===== config.mk =====
export PLATFORM = sky130hd
export DESIGN_NAME = audio_i2s_tx
export DESIGN_NICKNAME = d
export VERILOG_FILES = /design/src/rtl/audio_i2s_tx.sv
export SDC_FILE = /design/constraint.sdc
export NUM_CORES = 1
export LEC_CHECK = 0
export BUFFER_PORTS_ARGS = -buffer_cell sky130_fd_sc_hd__buf_2
export CORE_AREA = 2 2 106 108
export CTS_CLUSTER_SIZE = 8
export DETAILED_ROUTE_END_ITERATION = 8
export DIE_AREA = 0 0 108 110
export GPL_TIMING_DRIVEN = 0
export PLACE_DENSITY = 0.79
export SLEW_MARGIN = 20
export SYNTH_ARGS = -nofsm -noshare
export SYNTH_HDL_FRONTEND = slang
export SYNTH_SLANG_ARGS = --single-unit

===== constraint.sdc =====
create_clock -name clock -period 5.33 [get_ports clock]
set_input_delay 1.066 -clock clock [delete_from_list [all_inputs] [get_ports clock]]
set_output_delay 1.066 -clock clock [all_outputs]
set_load 0.01 [all_outputs]

===== src/rtl/audio_i2s_tx.sv =====
// audio_i2s_tx
//   I2S transmitter fed from a 2-entry stereo FIFO. Incoming words are
//   saturated to SAMPLE_BITS signed on write. Each frame is serialized MSB
//   first with the standard I2S one-bit delay: the LSB of a right sample goes
//   out in slot 0 of the following frame.
//
//   Parameters
//     DATA_WIDTH  : width of the incoming signed audio words (must exceed SAMPLE_BITS)
//     SAMPLE_BITS : width of each serialized sample
//     BCLK_DIV    : system clocks per bclk half-period (1..255)
//
//   Ports
//     clock, reset    : system clock, asynchronous active-high reset
//     en              : transmit enable, only looked at on frame boundaries
//     left_in/right_in: stereo pair, accepted when in_valid && in_ready
//     in_ready        : FIFO has room (from the registered count)
//     bclk/lrclk/sdata: I2S bit clock, word select (0 = left) and data
//     underrun_count  : frames sent with nothing queued, saturating
module audio_i2s_tx #(
    parameter int DATA_WIDTH  = 32,
    parameter int SAMPLE_BITS = 16,
    parameter int BCLK_DIV    = 4
) (
    input  logic                  clock,
    input  logic                  reset,
    input  logic                  en,
    input  logic [DATA_WIDTH-1:0] left_in,
    input  logic [DATA_WIDTH-1:0] right_in,
    input  logic                  in_valid,
    output logic                  in_ready,
    output logic                  bclk,
    output logic                  lrclk,
    output logic                  sdata,
    output logic [15:0]           underrun_count
);

    localparam int FRAME_SLOTS = 2 * SAMPLE_BITS;
    localparam int SLOT_W      = $clog2(FRAME_SLOTS);
    localparam int PAIR_W      = 2 * SAMPLE_BITS;

    typedef enum logic {
        IDLE = 1'b0,
        RUN  = 1'b1
    } state_t;

    state_t state, state_next;

    // Clamp a signed input word into the signed SAMPLE_BITS range. The word is
    // in range exactly when every bit from the sample sign bit upward matches.
    function automatic logic [SAMPLE_BITS-1:0] saturate(input logic [DATA_WIDTH-1:0] w);
        logic [DATA_WIDTH-SAMPLE_BITS:0] top;
        top = w[DATA_WIDTH-1:SAMPLE_BITS-1];
        if (top == '0 || top == '1)
            return w[SAMPLE_BITS-1:0];
        else if (w[DATA_WIDTH-1])
            return {1'b1, {(SAMPLE_BITS-1){1'b0}}};
        else
            return {1'b0, {(SAMPLE_BITS-1){1'b1}}};
    endfunction

    logic [PAIR_W-1:0] fifo_mem [2];
    logic              wr_ptr;
    logic              rd_ptr;
    logic [1:0]        fifo_count;
    logic              fifo_empty;
    logic              push;
    logic              pop;
    logic [PAIR_W-1:0] fifo_head;

    logic [7:0]        div_cnt;
    logic [SLOT_W-1:0] slot_cnt;
    logic [PAIR_W-1:0] shift_reg;
    logic              stopping;
    logic              div_wrap;
    logic              slot_end;
    logic              frame_end;
    logic              start;
    logic              underrun_inc;

    assign fifo_empty = (fifo_count == 2'd0);
    assign in_ready   = (fifo_count != 2'd2);
    assign push       = in_valid && in_ready;
    assign fifo_head  = fifo_mem[rd_ptr];

    // A bit slot ends on the bclk 1->0 transition; the frame ends when that
    // happens in the last slot.
    assign div_wrap  = (state == RUN) && (div_cnt == 8'(BCLK_DIV - 1));
    assign slot_end  = div_wrap && bclk;
    assign frame_end = slot_end && (slot_cnt == SLOT_W'(FRAME_SLOTS - 1));

    // FIFO storage holds already-saturated samples, left in the upper half,
    // so the head can be loaded straight into the shifter.
    always_ff @(posedge clock) begin
        if (push)
            fifo_mem[wr_ptr] <= {saturate(left_in), saturate(right_in)};
    end

    // FIFO pointers and occupancy; push and pop in the same cycle cancel.
    always_ff @(posedge clock or posedge reset) begin
        if (reset) begin
            wr_ptr     <= 1'b0;
            rd_ptr     <= 1'b0;
            fifo_count <= 2'd0;
        end else begin
            if (push)
                wr_ptr <= ~wr_ptr;
            if (pop)
                rd_ptr <= ~rd_ptr;
            case ({push, pop})
                2'b10:   fifo_count <= fifo_count + 2'd1;
                2'b01:   fifo_count <= fifo_count - 2'd1;
                default: fifo_count <= fifo_count;
            endcase
        end
    end

    // State register.
    always_ff @(posedge clock or posedge reset) begin
        if (reset)
            state <= IDLE;
        else
            state <= state_next;
    end

    // Next state: leave IDLE only when there is something to send, and drop
    // back once the trailing slot 0 of a stopping frame has finished.
    always_comb begin
        state_next = state;
        case (state)
            IDLE: if (en && !fifo_empty) state_next = RUN;
            RUN:  if (slot_end && stopping) state_next = IDLE;
            default: state_next = IDLE;
        endcase
    end

    // Frame-boundary decisions: pop a pair, or count an underrun frame.
    always_comb begin
        start        = 1'b0;
        pop          = 1'b0;
        underrun_inc = 1'b0;
        case (state)
            IDLE: begin
                if (en && !fifo_empty) begin
                    start = 1'b1;
                    pop   = 1'b1;
                end
            end
            RUN: begin
                if (frame_end && en) begin
                    if (!fifo_empty)
                        pop = 1'b1;
                    else
                        underrun_inc = 1'b1;
                end
            end
            default: ;
        endcase
    end

    // Serializer. At every slot start sdata takes the shifter MSB; after the
    // 2S-1 shifts of a frame the MSB is the right LSB, which is exactly what
    // slot 0 of the next frame must carry, so the boundary needs no special
    // case beyond reloading the shifter. Leaving IDLE always sends 0 in slot 0.
    always_ff @(posedge clock or posedge reset) begin
        if (reset) begin
            div_cnt   <= '0;
            bclk      <= 1'b0;
            lrclk     <= 1'b0;
            sdata     <= 1'b0;
            slot_cnt  <= '0;
            shift_reg <= '0;
            stopping  <= 1'b0;
        end else if (start) begin
            div_cnt   <= '0;
            bclk      <= 1'b0;
            lrclk     <= 1'b0;
            sdata     <= 1'b0;
            slot_cnt  <= '0;
            shift_reg <= fifo_head;
            stopping  <= 1'b0;
        end else if (state == RUN) begin
            if (slot_end && stopping) begin
                div_cnt   <= '0;
                bclk      <= 1'b0;
                lrclk     <= 1'b0;
                sdata     <= 1'b0;
                slot_cnt  <= '0;
                shift_reg <= '0;
                stopping  <= 1'b0;
            end else begin
                if (div_wrap) begin
                    div_cnt <= '0;
                    bclk    <= ~bclk;
                end else begin
                    div_cnt <= div_cnt + 8'd1;
                end
                if (slot_end) begin
                    sdata <= shift_reg[PAIR_W-1];
                    if (frame_end) begin
                        slot_cnt  <= '0;
                        lrclk     <= 1'b0;
                        stopping  <= !en;
                        shift_reg <= pop ? fifo_head : '0;
                    end else begin
                        slot_cnt  <= slot_cnt + SLOT_W'(1);
                        shift_reg <= {shift_reg[PAIR_W-2:0], 1'b0};
                        if (slot_cnt == SLOT_W'(SAMPLE_BITS - 1))
                            lrclk <= 1'b1;
                    end
                end
            end
        end
    end

    // Saturating underrun counter.
    always_ff @(posedge clock or posedge reset) begin
        if (reset)
            underrun_count <= 16'd0;
        else if (underrun_inc && underrun_count != 16'hFFFF)
            underrun_count <= underrun_count + 16'd1;
    end

endmodule

==> impl_metrics.json <==
{
  "status": "completed",
  "cts_sinks": 134,
  "min_path_type": "input pin to asynchronous set/reset pin",
  "rsz0062_at_grt": "false",
  "synthFlopType": "dfrtp_1",
  "postCtsSetupRepairBufs": 0,
  "dieArea_um2": 11900,
  "fin_cells": 738,
  "std_cell_rows": 38,
  "cts_tree": "yes",
  "place_inst": 706,
  "drv_cap": 0,
  "setup-violations-final": 0,
  "num_vias": 4315,
  "overflow": 0,
  "syn_area_um2": 5950,
  "cts_hold_buffers": 0,
  "start_util_pct": 55.6,
  "clk_latency_ns": 0.52,
  "syn2layout_area_growth_pct": 22.3,
  "gp_congestion": 0.804,
  "largest_register_ffs": 64,
  "cellLeakagePower_nw": 3.14,
  "fin_crit_sh_pct": 48.5,
  "period_needed_ns": 2.59,
  "ys_ff_latch": 134,
  "drv_slew": 0,
  "antenna_found_initial": 0,
  "tns_ns": 0,
  "antenna_cells": 0,
  "async_reset_ff_share_pct": 52.2,
  "ys_seq_area_share_pct": 61.7,
  "worstPathArrival_ns": 3.03,
  "grt_first_pass_wirelength_mm": 20.4,
  "chipWidth_um": 108,
  "cp-start-kind": "flop",
  "max_slew_margin_pct": 33.8,
  "drt_pass1_iterations": 6,
  "grt_max_degree": 55,
  "finalPower_mw": 3.71,
  "dpl.hpwl_mm": 8.56,
  "root_buffer": "clkbuf_8",
  "max_freq_mhz": 386,
  "crit_fanout": 10,
  "finalNetCount": 659,
  "drive_gt1_share_pct": 24.2,
  "hold_ws_ns": 0.479,
  "synth_area_leader_cell": "edfxtp_1",
  "regToRegSetupSlack_ns": 2.74,
  "die_y_um": 110,
  "synth.area.top_cells": "edfxtp_1, dfrtp_1, mux2i_1",
  "drt_iter0_drc": 388,
  "worstReg2RegEnd": "shift_reg[16]",
  "portBuffers": 87,
  "cp-end-kind": "flop",
  "avgSynthCellArea_um2": 12.5,
  "io_pins": 88,
  "clock_path_buffers": 2,
  "powerDensity_nw_per_um2": 509,
  "final_antenna_net_count": 0,
  "cts_resized": 0,
  "tritoncts.num_buffers": 17,
  "hold_viol_final": 0,
  "syn_inst": 476,
  "groute.usage.overall_pct": 22.5,
  "synth_edf_count": 64,
  "grt_pass1_vias": 4296,
  "fin_skew_ns": 0.00598,
  "syn_nets": 550,
  "drcViolationCount": 0,
  "synth_cell_types": 51,
  "tightest_slew_ns": 0.980,
  "vdd_drop_max_uv": 337,
  "htreeDepth": 4,
  "cts.clk_slew.worst_paths_ns": 0.06,
  "ys_warn_count": 0,
  "ff2ff_path_depth": 9,
  "rr_startpoint": "slot_cnt[0]",
  "cp.required_ns": 5.77,
  "wl_per_cell_um": 17.0,
  "wl_mm": 12.6,
  "via_per_inst": 5.85,
  "critPathKind": "flop to flop",
  "core_um2": 10700,
  "synth_top_area_share_pct": 32.3
}
cell type report:
cell class / instances / area, um^2
clock inverter: 15 / 214
clock buffer: 17 / 414
buffer: 27 / 120
fill: 772 / 3420
tap: 140 / 175
multi-input combinational: 311 / 2160
sequential: 134 / 3670
inverter: 4 / 17.5
timing repair buffer: 90 / 503
power by group:
group | internal (mW) | leakage [nW] | switching (mW) | total, mW
sequential | 1.41 | 1.46 | 0.192 | 1.60
clock | 0.772 | 0.306 | 0.466 | 1.24
combinational | 0.383 | 1.37 | 0.483 | 0.867
layer usage:
layer / global-route usage [%] / part of all wire, %
met4: 7.23 / 1.4
met1: 28.2 / 42
met3: 6.23 / 4.9
met5: 0 / 0
met2: 38.1 / 52
Yosys cell counts, types with 2 or more instances:
cell,instances
ha_1,6
o31ai_1,2
nor4_1,10
mux2i_1,32
or2_2,3
dfrtp_1,70
xor2_1,14
buf_2,3
nand3_1,9
o22ai_1,15
a41oi_1,2
o21a_1,15
nand4_1,14
a21o_1,30
clkbuf_1,21
and3_1,8
nor2b_1,2
inv_1,4
o21ai_0,30
nor3_1,12
xnor2_1,6
and4_1,3
edfxtp_1,64
a22oi_1,16
nand2_1,21
o41ai_1,2
a21oi_1,25
nor2_1,14
how the worst max path moves through the flow:
stage / slack [ns] / cells past startpoint / startpoint / endpoint
2_1_floorplan: 2.39 / 2 / in_valid / fifo_mem[0][0]
3_3_place_gp: 1.64 / 3 / in_valid / fifo_mem[0][26]
3_5_place_dp: 2.35 / 5 / right_in[30] / fifo_mem[0][13]
4_1_cts: 2.75 / 9 / slot_cnt[0] / shift_reg[16]
5_1_grt: 2.60 / 8 / slot_cnt[0] / shift_reg[11]
6_report: 2.74 / 9 / slot_cnt[0] / shift_reg[16]
per-stage QoR:
step                      worst slack (ns)  util, %  cell area [um^2]
after floorplan                       2.39        -              5950
after global placement                1.64     61.4              6560
after detailed placement              2.35     62.1              6640
after CTS                             2.75     68.0              7270
after global routing                  2.60     68.0              7280
final                                 2.74     68.0              7280
cells by family (layout without fill, tap and decap cells):
family	after synthesis	in the layout	share of synthesized area (%)
AOI/OAI and AO/OA	143	143	15.6
DFF	134	134	61.7
and+or+nand+nor	108	108	10.3
muxes	33	33	5.57
buffers and inverters	31	153	2.27
xor gates and xnor gates	21	21	3.22
adders and majority gates	6	6	1.26
worst max-delay path, cell delays in order (launching register included):
cell,delay (ns)
dfrtp_1,0.42
ha_1,0.24
and3_1,0.21
ha_1,0.24
or2_2,0.28
buf_1,0.18
nor3_2,0.45
buf_4,0.29
a22oi_1,0.08
o21ai_0,0.10
cells in the final DEF (no fill, tap or decap), types with 4 or more instances in the layout:
master / instances
buf_2: 90
dfrtp_1: 70
edfxtp_1: 64
mux2i_1: 32
o21ai_0: 30
a21o_1: 30
a21oi_1: 25
clkbuf_1: 21
nand2_1: 21
a22oi_1: 16
clkbuf_16: 16
o22ai_1: 15
o21a_1: 15
nand4_1: 14
xor2_1: 14
nor2_1: 13
nor3_1: 12
nor4_1: 10
nand3_1: 9
and3_1: 7
xnor2_1: 6
ha_1: 6
inv_6: 6
bufinv_16: 4
(Power assumes the default switching activity.)
